**src/rtl/uart_tx_frame.sv**
```systemverilog
// UART transmitter: start bit, VLD_DATA_WIDTH data bits LSB first, one parity bit, one stop bit.
// Frame format and baud derivation match the team's UART receiver so TX can loop straight into it.
module uart_tx_frame #(
  parameter int unsigned BAUD_RATE      = 115200,
  parameter int unsigned CLK_FREQ       = 10_000_000,
  parameter int unsigned VLD_DATA_WIDTH = 8,
  parameter bit          CHECK_SEL      = 1'b1
) (
  input  logic                      CLK,
  input  logic                      rst_n,
  input  logic [VLD_DATA_WIDTH-1:0] din,
  input  logic                      din_vld,
  output logic                      din_rdy,
  output logic                      TX,
  output logic                      tx_busy,
  output logic                      tx_done
);

  localparam int unsigned CLKS_PER_BIT = CLK_FREQ / BAUD_RATE;
  localparam int unsigned CNT_W        = $clog2(CLKS_PER_BIT);
  localparam int unsigned BIT_W        = (VLD_DATA_WIDTH > 1) ? $clog2(VLD_DATA_WIDTH) : 1;

  localparam logic [CNT_W-1:0] CNT_LAST = CNT_W'(CLKS_PER_BIT - 1);
  localparam logic [CNT_W-1:0] CNT_PRE  = CNT_W'(CLKS_PER_BIT - 2);
  localparam logic [BIT_W-1:0] BIT_LAST = BIT_W'(VLD_DATA_WIDTH - 1);

  typedef enum logic [2:0] {
    S_IDLE   = 3'd0,
    S_START  = 3'd1,
    S_DATA   = 3'd2,
    S_PARITY = 3'd3,
    S_STOP   = 3'd4
  } state_t;

  state_t                    r_state;
  logic [CNT_W-1:0]          r_clk_cnt;
  logic [BIT_W-1:0]          r_bit_cnt;
  logic [VLD_DATA_WIDTH-1:0] r_din_q;
  logic                      r_parity;
  logic                      r_tx;
  logic                      r_done;

  logic                      w_bit_end;
  logic                      w_accept;
  logic                      w_parity;
  logic [BIT_W-1:0]          w_bit_next;

  assign w_bit_end  = (r_clk_cnt == CNT_LAST);
  assign w_accept   = din_vld && (r_state == S_IDLE);
  assign w_parity   = CHECK_SEL ? ~^r_din_q : ^r_din_q;
  assign w_bit_next = r_bit_cnt + BIT_W'(1);

  always_ff @(posedge CLK or negedge rst_n) begin
    if (!rst_n) begin
      r_state   <= S_IDLE;
      r_clk_cnt <= '0;
      r_bit_cnt <= '0;
      r_din_q   <= '0;
      r_parity  <= 1'b0;
      r_tx      <= 1'b1;
      r_done    <= 1'b0;
    end else begin
      r_done <= 1'b0;
      if (r_state == S_IDLE || w_bit_end)
        r_clk_cnt <= '0;
      else
        r_clk_cnt <= r_clk_cnt + CNT_W'(1);

      // TX is loaded one edge ahead of each bit so the line stays purely registered.
      case (r_state)
        S_IDLE: begin
          r_tx <= 1'b1;
          if (w_accept) begin
            r_din_q <= din;
            r_tx    <= 1'b0;
            r_state <= S_START;
          end
        end
        S_START: begin
          r_parity <= w_parity;
          if (w_bit_end) begin
            r_bit_cnt <= '0;
            r_tx      <= r_din_q[0];
            r_state   <= S_DATA;
          end
        end
        S_DATA: begin
          if (w_bit_end) begin
            if (r_bit_cnt == BIT_LAST) begin
              r_tx    <= r_parity;
              r_state <= S_PARITY;
            end else begin
              r_bit_cnt <= w_bit_next;
              r_tx      <= r_din_q[w_bit_next];
            end
          end
        end
        S_PARITY: begin
          if (w_bit_end) begin
            r_tx    <= 1'b1;
            r_state <= S_STOP;
          end
        end
        S_STOP: begin
          if (r_clk_cnt == CNT_PRE)
            r_done <= 1'b1;
          if (w_bit_end) begin
            r_tx    <= 1'b1;
            r_state <= S_IDLE;
          end
        end
        default: begin
          r_state   <= S_IDLE;
          r_tx      <= 1'b1;
          r_clk_cnt <= '0;
          r_bit_cnt <= '0;
        end
      endcase
    end
  end

  assign TX      = r_tx;
  assign din_rdy = (r_state == S_IDLE);
  assign tx_busy = (r_state != S_IDLE);
  assign tx_done = r_done;

endmodule

```
**config.mk**
```make
export PLATFORM = sky130hd
export DESIGN_NAME = uart_tx_frame
export DESIGN_NICKNAME = d
export VERILOG_FILES = /design/src/rtl/uart_tx_frame.sv
export SDC_FILE = /design/constraint.sdc
export NUM_CORES = 1
export LEC_CHECK = 0
export CAP_MARGIN = 20
export CORE_AREA = 2 2 64 66
export DETAILED_ROUTE_END_ITERATION = 8
export DIE_AREA = 0 0 66 68
export HOLD_SLACK_MARGIN = 0.03
export PLACE_DENSITY = 0.51
export SYNTH_ARGS = -nofsm -noshare
export SYNTH_HDL_FRONTEND = slang
export SYNTH_SLANG_ARGS = --single-unit
```
**constraint.sdc**
```tcl
create_clock -name CLK -period 2 [get_ports CLK]
set_clock_uncertainty 0.05 [all_clocks]
set_input_delay 0.2 -clock CLK [delete_from_list [all_inputs] [get_ports CLK]]
set_output_delay 0.2 -clock CLK [all_outputs]
set_load 0.03 [all_outputs]
```
==> run_results.csv, run 1 <==
group,metric,value,unit
floorplanning,io_pins,15,
floorplanning,core_area,3856,µm²
synth,synth_compound_area_share,9.187,%
floorplanning,die_w,66,µm
synth,synth_fa_ha_area_share,4.785,%
global_route,grt_max_degree,25,
global_route,globalRoute.totalOverflow,0,
clocking,htreeDepth,1,
routing,wirelength,2482,µm
cells_and_area,nets,154,
synth,syn_area,1308,µm²
floorplanning,std_cell_rows,23,
synth,yosysMostFrequentCell,"dfrtp_1",
sta,fin_crit,1.936,ns
placed_design,place_ws,0.1491,ns
synth,yosysTopAreaCellShare,44.02,%
critical_path,crit_path_end_kind,"output pin",
job,maxCapViolations,0,
synth,synth-seq-area-share,46.03,%
synth,ys.flop_type,"dfrtp_1",
synth,synth-seq-cells,24,
sta,tightest_slew,0.4253,ns
sta,post-route-period-util,96.82,%
critical_path,rr_startpoint,"r_bit_cnt[1]",
sta,finalWorstSetupSlack,0.06361,ns
placed_design,io_buffers,14,
power,pwr-share-comb,34.1,%
power,power_switching,608.5,µW
sta,final_hold_viol_count,0,
critical_path,worstPathCellList,"or3_4 > clkdlybuf4s50_1",
synth,synth_top_cells_by_count,"23 x dfrtp_1, 13 x nor2_1, 9 x xnor2_1",
worst_hold_path,hold_path.class,"in -> async",
sta,rsz0062_at_grt,"no",
power,powerDensity,1156,nW/µm²
clocking,post_cts_resized,1,
synth,muxShareOfSynthArea,11.00,%
critical_path,slowest_stage,"clkdlybuf4s50_1",
sta,tns,0,ns
critical_path,worstPathRequired,1.75,ns
routing,vias,888,
critical_path,worstSetupPathType,"reg -> out",
routing,drc,0,
routing,wl_per_cell,13.27,µm
critical_path,path_delay_family,"buffers and inverters",
global_route,track_usage,12.42,%
synth,synth_area_leaders,"dfrtp_1 44%, mux2_1 6.9%, xnor2_1 6.0%",
synth,syn_nets,133,
power,p_leak,0.0007042,µW
synth,synthXorXnorAreaFrac,8.708,%
clocking,insertion_delay,0.26,ns
critical_path,crit_fanout,3,
placed_design,hpwl,1867,µm
clocking,clkTransAtPathRegs,0.09,ns
floorplanning,fp.dieH,68,µm
global_route,grt_pass1_wl,4209,µm
synth,synthDistinctLibCells,40,
clocking,cts.sinks,24,
critical_path,critical_path_buf_inv_count,1,
synth,post-synth-top-area-cell,"dfrtp_1",
clocking,cts_hold_buf,0,
synth,synthArstFlopShare,100.0,%
sta,final-setup-viol-count,0,
power,p_int,1239,µW
sta,final_max_slew_viol_count,0,
clocking,postCtsSetupBuffers,0,
cells_and_area,n_antenna_cell,0,
synth,yosys_warnings,0,
critical_path,arrival,1.69,ns
clocking,clock_path_buffers,2,
critical_path,r2r-end,"TX",
routing,drt_pass1_iterations,3,
global_route,antenna_found_initial,0,
clocking,cts-root-buf,"clkbuf_8",
critical_path,slowest_delay,0.61,ns
clocking,cts_tree,"built",
synth,synth_cells,117,
clocking,numCtsBuffers,3,
global_route,grt_pass1_vias,874,
placed_design,routabilityCongestion,0.7439,
outcome,status,"complete, no violations",
power,ir_worst_vdd,0.2978,mV
power,p_seq_share,43.0,%
routing,antenna_left,0,
routing,drt_iter0_markers,44,
cells_and_area,drive_gt1_share,13.87,%
synth,synth_top_family_by_area,"simple AND/OR/NAND/NOR gates",
critical_path,rrSetupSlack,0.14,ns
power,clkPwrFrac,23.0,%
critical_path,cp-start-kind,"register",
cells_and_area,syn2layout_area_growth,22.20,%
sta,slew_headroom,71.64,%
floorplanning,start_util,33.91,%
floorplanning,dieArea,4488,µm²
synth,synth-simple-area-share,17.03,%
synth,synth_edf_count,0,
cells_and_area,final_util,41.43,%
routing,vias_per_cell,4.749,
power,swShare,32.95,%
sta,max_freq,516.4,MHz
synth,syn_avg_cell_area,11.18,µm²
critical_path,ff2ff_path_depth,6,
layout by cell type (no fill, tap or decap), types with 2 or more instances in the layout:
cell	n
a21oi_1	2
a22o_1	2
and2_1	2
and4b_1	2
buf_4	6
clkbuf_8	3
clkdlybuf4s50_1	13
dfrtp_1	23
ha_1	5
inv_1	3
mux2_1	8
mux2i_1	2
nand2_1	5
nand2b_1	3
nand3_1	4
nand4b_1	2
nor2_1	13
nor2b_1	3
o21ai_0	2
o21ai_1	2
xnor2_1	9
xor2_1	4
worst max-delay path by stage:
stage	from	slack (ns)	cells past startpoint	end
after floorplan	r_bit_cnt[0]	0.17	6	TX
after global placement	r_bit_cnt[0]	0.17	6	TX
after detailed placement	r_bit_cnt[0]	0.15	6	TX
after CTS	r_state[0]	0.06	2	tx_busy
after global routing	r_state[0]	0.02	2	tx_busy
final	r_state[0]	0.06	2	tx_busy
power by group through the flow:
stage	combinational, µW	sequential (µW)	clock [µW]
after floorplan	472	789	0
after global placement	626	793	0
after detailed placement	637	802	0
after CTS	640	792	441
after global routing	716	817	465
final	629	793	424
sequential cells by signal, summed over array words and instances, names as in the netlist:
signal     flops
TX             1
r_bit_cnt      3
r_clk_cnt      7
r_din_q        8
r_parity       1
r_state        3
tx_done        1
stage by stage:
stage	power (µW)	instance area, µm²	hold slack, ns	std cells
floorplan	1261	1308	-0.1456	117
global placement	1419	1528	0.4384	183
detailed placement	1438	1528	0.4473	183
CTS	1873	1598	0.2418	187
global route	1998	1598	0.2555	187
finish	1847	1598	0.2389	187
cells by family after synthesis:
group	after synthesis
AND/OR/NAND/NOR	39
flip-flops	24
AO/OA/AOI/OAI	16
XOR/XNOR	13
multiplexers	12
buffers and inverters	8
adder cells (fa/ha/maj)	5
layer usage:
metal  track usage (%)  part of all wire (%)  vias to the layer above
met5                 0                     0                        -
met4             5.357                   1.0                        0
met3             2.467                   3.1                        2
met2             20.33                    47                       11
met1             16.08                    49                      429
li1                  -                     -                      446
cell type report:
| cell class | count | area, µm² |
|---|---|---|
| tap | 50 | 62.56 |
| sequential | 24 | 601.8 |
| multi-input combinational | 85 | 663.1 |
| timing repair buffer | 20 | 183.9 |
| fill | 392 | 2258 |
| inverter | 4 | 15.01 |
| clock buffer | 3 | 41.29 |
| clock inverter | 1 | 30.03 |
Note: power is estimated with default switching activity, not from simulation.
==> inputs of run 2 (changes only) <==
--- a/config.mk
+++ b/config.mk
@@ -9,6 +9,7 @@
 export CORE_AREA = 2 2 64 66
 export DETAILED_ROUTE_END_ITERATION = 8
 export DIE_AREA = 0 0 66 68
+export GPL_TIMING_DRIVEN = 0
 export HOLD_SLACK_MARGIN = 0.03
 export PLACE_DENSITY = 0.51
 export SYNTH_ARGS = -nofsm -noshare
==> run 2 against run 1 <==
Against the previous run:
- cell count unchanged
- flip-flop and latch count unchanged
- total power barely moved
- sequential share of layout area down 0.27 points
- register-to-register slack got worse by 0.05 ns
- critical path depth is 4 higher
- sequential power is 0.8% higher
- critical path type is now reg -> reg
==> run_results.csv, run 2 (synthesized netlist as in run 1, its figures left out) <==
group,metric,value,unit
outcome,status,"complete, no violations",
sta,final_hold_viol_count,0,
routing,drc,0,
global_route,antenna_found_initial,0,
critical_path,slowest_delay,0.56,ns
worst_hold_path,hold_path.class,"in -> async",
critical_path,worstPathRequired,2.15,ns
sta,tns,0,ns
cells_and_area,syn2layout_area_growth,23.35,%
routing,drt-met1-wl,1176,µm
clocking,cts_tree,"built",
placed_design,dp_cells,181,
power,powerDensity,1144,nW/µm²
sta,finalWorstSetupSlack,0.08592,ns
routing,drt_iter0_markers,47,
global_route,globalRoute.totalOverflow,0,
clocking,clock_path_buffers,2,
floorplanning,std_cell_rows,23,
job,maxCapViolations,0,
sta,fin_crit,1.914,ns
cells_and_area,final_cell_mix,"22 x dfrtp_1, 13 x nor2_1, 12 x clkdlybuf4s50_1",
clocking,cts.sinks,24,
floorplanning,start_util,33.91,%
placed_design,place_ws,0.05859,ns
routing,route.met3.wl,107,µm
routing,wirelength,2464,µm
routing,vias,898,
routing,vias_per_cell,4.802,
cells_and_area,fin_cells,187,
floorplanning,fp.dieH,68,µm
cells_and_area,largestRegisters,"r_din_q x8, r_clk_cnt x7",
critical_path,cp-start-kind,"register",
routing,topRoutingLayerUsed,"met4",
critical_path,crit_path_end_kind,"register",
sta,tightest_slew,0.5855,ns
cells_and_area,final_common_cell,"dfrtp_1",
sta,final-setup-viol-count,0,
routing,wl_per_cell,13.18,µm
clocking,clkTransAtPathRegs,0.09,ns
clocking,insertion_delay,0.26,ns
cells_and_area,final_util,41.82,%
sta,rsz0062_at_grt,"no",
cells_and_area,drive_gt1_share,13.87,%
placed_design,routabilityCongestion,0.8043,
routing,wl_met2,1148,µm
sta,post-route-period-util,95.70,%
global_route,grt_pass1_wl,4284,µm
clocking,htreeDepth,1,
floorplanning,io_pins,15,
clocking,cts-root-buf,"clkbuf_8",
floorplanning,dieArea,4488,µm²
placed_design,io_buffers,14,
cells_and_area,ff_latch_area,603.1,µm²
placed_design,hpwl,1832,µm
critical_path,crit_fanout,4,
cells_and_area,nets,154,
cells_and_area,multi_input_area,669.4,µm²
routing,antenna_left,0,
sta,max_freq,522.4,MHz
cells_and_area,top_register,"r_din_q",
floorplanning,die_w,66,µm
global_route,track_usage,12.66,%
critical_path,worst_path_most_repeated_cell,"ha_1",
critical_path,worstSetupPathType,"reg -> reg",
global_route,grt_max_degree,25,
critical_path,arrival,2.06,ns
sta,slew_headroom,60.84,%
critical_path,worstPathCellList,"ha_1 > ha_1 > or4b_4 > a221oi_2 > o21ai_1 > a21oi_1",
sta,final_max_slew_viol_count,0,
routing,drt_pass1_iterations,2,
power,ir_worst_vdd,0.4106,mV
critical_path,slowest_stage,"or4b_4",
cells_and_area,nFillCells,395,
power,p_leak,0.0007152,µW
cells_and_area,largest_reg_flops,8,
floorplanning,core_area,3856,µm²
cells_and_area,n_antenna_cell,0,
clocking,numCtsBuffers,3,
global_route,grt_pass1_vias,889,
## run 2: where the power goes
group / switching [µW] / leakage (µW) / internal [µW]
clock: 155 / 0.0000357 / 267
sequential: 154 / 0.000301 / 645
combinational: 304 / 0.000378 / 320
## run 2: cell type report
type                    instances  share of cell area [%]
flip-flops and latches         24                   37.39
well taps                      50                   3.879
clock inverters                 1                   1.862
inverters                       4                  0.9310
clock buffers                   3                   2.560
repair buffers                 16                   10.16
multi-input cells              85                   41.50
plain buffers                   4                   1.707
## run 2: per-layer routing
layer  vias up  global-route usage (%)
li1        449                       -
met1       432                   16.99
met2        13                   19.32
met3         4                   2.961
met4         0                   6.122
met5         -                       0
## run 2: final timing paths
| path | cells after the start | startpoint | to | slack, ns |
|---|---|---|---|---|
| worst max-delay path | 6 | r_bit_cnt[0] | TX | 0.09 |
| worst min-delay path | 1 | rst_n | r_state[0] | 0.25 |
| worst max register to register | 6 | r_bit_cnt[0] | TX | 0.09 |
| worst min register to register | 1 | r_clk_cnt[0] | r_clk_cnt[0] | 0.46 |
| max in group asynchronous | 2 | rst_n | r_clk_cnt[0] | 1.16 |
| min in group CLK | 1 | r_clk_cnt[0] | r_clk_cnt[0] | 0.46 |
## run 2: per-stage QoR
step | hold slack, ns | instance area [µm²] | total power (µW)
after floorplan | -0.1456 | 1308 | 1261
after global routing | 0.2694 | 1613 | 1997
final | 0.2507 | 1613 | 1845
after detailed placement | 0.4503 | 1510 | 1431
after CTS | 0.4617 | 1580 | 1868
after global placement | 0.4442 | 1510 | 1409
## run 2: repair_timing
item                                    CTS  global route
endpoints found under the setup margin    1             5
resized for setup                         1             3
buffers inserted                          0             1
pin swaps                                 0             0
hold buffers                              0             0
## run 2: worst max-delay path, delay by kind of cell, from the launching register on
family,cells,cell delay (ns)
AO/OA/AOI/OAI,3,0.41
AND/OR/NAND/NOR,1,0.56
flip-flops,1,0.41
adder cells (fa/ha/maj),2,0.42
==> inputs of run 3 (changes only) <==
--- a/config.mk
+++ b/config.mk
@@ -11,7 +11,7 @@
 export DIE_AREA = 0 0 66 68
 export GPL_TIMING_DRIVEN = 0
 export HOLD_SLACK_MARGIN = 0.03
-export PLACE_DENSITY = 0.51
+export PLACE_DENSITY = 0.53
 export SYNTH_ARGS = -nofsm -noshare
 export SYNTH_HDL_FRONTEND = slang
 export SYNTH_SLANG_ARGS = --single-unit
==> constraint.sdc (replaced) <==
create_clock -name CLK -period 1.7 [get_ports CLK]
set_clock_uncertainty 0.05 [all_clocks]
set_input_delay 0.17 -clock CLK [delete_from_list [all_inputs] [get_ports CLK]]
set_output_delay 0.17 -clock CLK [all_outputs]
set_load 0.02 [all_outputs]
==> run 3 against run 2 <==
Against the previous run:
- the flow now finishes with violations (setup timing)
- flip-flop and latch count stayed put
- clock power is 8.8% lower
- design area grew 5.6%
- global-route usage shrank 0.40 points
- core utilization up 2.3 points
- critical path depth unchanged
- maximum frequency rose by 6.0%
- non-clock buffer count up 4
- cell count up 2.1%
- critical endpoint unchanged
- register-to-register slack got worse by 0.19 ns
- die area unchanged
==> run_results.csv, run 3 (synthesized netlist as in run 1, its figures left out) <==
group,metric,value,unit
critical_path,worstPathRequired,1.84,ns
outcome,violations,"setup timing",
global_route,globalRoute.totalOverflow,0,
clocking,htreeDepth,1,
critical_path,worstPathCellList,"ha_4 > ha_4 > or4b_4 > a221oi_2 > o21ai_1 > a21oi_1",
floorplanning,std_cell_rows,23,
routing,drt_pass1_iterations,4,
routing,drt_iter0_markers,21,
floorplanning,core_area,3856,µm²
cells_and_area,drive_gt1_share,24.82,%
floorplanning,start_util,33.91,%
critical_path,ff2ff_path_depth,6,
global_route,grt_pass1_wl,4202,µm
cells_and_area,nFillCells,389,
routing,wl_per_cell,12.87,µm
critical_path,crit_path_end_kind,"register",
critical_path,cp.depth,6,
worst_hold_path,hold_path.class,"in -> async",
clocking,cts-root-buf,"clkbuf_8",
global_route,grt_max_degree,25,
placed_design,io_buffers,14,
critical_path,slowest_delay,0.52,ns
floorplanning,die_w,66,µm
critical_path,cp-start-kind,"register",
outcome,status,"finished, violations left",
sta,final_hold_viol_count,0,
sta,fin_crit,1.805,ns
global_route,grt_pass1_vias,891,
cells_and_area,final_cell_mix,"22 x dfrtp_1, 12 x nor2_1, 12 x clkdlybuf4s50_1",
cells_and_area,n_antenna_cell,0,
sta,final-setup-viol-count,4,
clocking,clkTransAtPathRegs,0.08,ns
power,p_leak,0.0007220,µW
sta,tns,-0.2132,ns
routing,antenna_left,0,
sta,max_freq,553.9,MHz
floorplanning,fp.dieH,68,µm
cells_and_area,largestRegisters,"r_din_q x8, r_clk_cnt x7",
critical_path,critical_path_buf_inv_count,0,
power,powerDensity,1232,nW/µm²
cells_and_area,syn2layout_area_growth,30.24,%
global_route,antenna_found_initial,0,
placed_design,hpwl,1778,µm
cells_and_area,largest_reg_flops,8,
routing,drc,0,
clocking,insertion_delay,0.26,ns
critical_path,arrival,1.95,ns
routing,vias_per_cell,4.775,
global_route,track_usage,12.26,%
power,ir_worst_vdd,0.5532,mV
sta,post-route-period-util,106.2,%
clocking,clock_path_buffers,2,
sta,tightest_slew,0.6743,ns
critical_path,path_delay_family,"simple AND/OR/NAND/NOR gates",
cells_and_area,final_common_cell,"dfrtp_1",
critical_path,worstSetupPathType,"reg -> reg",
power,power,2098,µW
critical_path,worst_path_most_repeated_cell,"ha_4",
floorplanning,dieArea,4488,µm²
floorplanning,io_pins,15,
routing,vias,912,
clocking,cts.sinks,24,
clocking,numCtsBuffers,3,
sta,slew_headroom,54.90,%
sta,finalWorstSetupSlack,-0.1054,ns
routing,wirelength,2458,µm
critical_path,crit_fanout,2,
placed_design,routabilityCongestion,0.7899,
cells_and_area,top_register,"r_din_q",
sta,final_max_slew_viol_count,0,
cells_and_area,final_util,44.16,%
clocking,cts_tree,"built",
critical_path,slowest_stage,"or4b_4",
job,maxCapViolations,0,
cells_and_area,nets,158,
sta,rsz0062_at_grt,"yes",
[run 3: through the flow]
step | worst slack, ns | hold slack, ns | instance area [µm²] | std cells
detailed placement | -0.1903 | 0.4470 | 1525 | 181
global placement | -0.1709 | 0.4406 | 1525 | 181
finish | -0.1054 | 0.2611 | 1703 | 191
global route | -0.1875 | 0.2945 | 1703 | 191
floorplan | -0.04624 | -0.1756 | 1323 | 117
CTS | -0.1232 | 0.4415 | 1620 | 187
[run 3: final timing paths]
path	startpoint	end	slack (ns)
max in group asynchronous	rst_n	r_bit_cnt[0]	0.82
setup / recovery	r_bit_cnt[0]	TX	-0.11
setup reg to reg	r_bit_cnt[0]	TX	-0.11
min in group CLK	din[6]	r_din_q[6]	0.45
hold reg to reg	r_parity	r_parity	0.47
hold / removal	rst_n	r_clk_cnt[0]	0.26
[run 3: final cells by class]
| type | instances | area [µm²] | share of cell area [%] |
|---|---|---|---|
| multi-input combinational | 85 | 743.2 | 43.64 |
| inverter | 4 | 15.01 | 0.8817 |
| tap | 50 | 62.56 | 3.674 |
| timing repair buffer | 20 | 192.7 | 11.32 |
| sequential | 24 | 603.1 | 35.42 |
| clock buffer | 4 | 55.05 | 3.233 |
| buffer | 4 | 31.28 | 1.837 |
[run 3: worst register-to-register path, cell delays in order, from the launching register on]
cell and delay (ns):
dfrtp_2 0.43, ha_4 0.17, ha_4 0.15, or4b_4 0.52, a221oi_2 0.19, o21ai_1 0.09, a21oi_1 0.14
[run 3: what timing repair did]
action / 4_1_cts / 5_1_grt
resized for setup: 9 / 11
setup endpoints to repair: 14 / 20
setup buffers: 2 / 3
hold buffers: 0 / 0
pin swaps: 4 / 3
[run 3: power breakdown]
group	switching, µW	leakage [µW]	total [µW]	internal, µW
sequential	182	0.000301	941	759
clock	178	0.0000288	385	207
combinational	353	0.000392	772	419
[run 3: metal layers]
| metal | GRT usage (%) | share of wire [%] | wire, µm | up-vias |
|---|---|---|---|---|
| li1 | - | - | - | 458 |
| met1 | 17.12 | 50 | 1229 | 436 |
| met2 | 19.32 | 45 | 1116 | 14 |
| met3 | 1.974 | 3.1 | 76 | 4 |
| met4 | 4.592 | 1.5 | 36 | 0 |
| met5 | 0 | 0 | 0 | - |
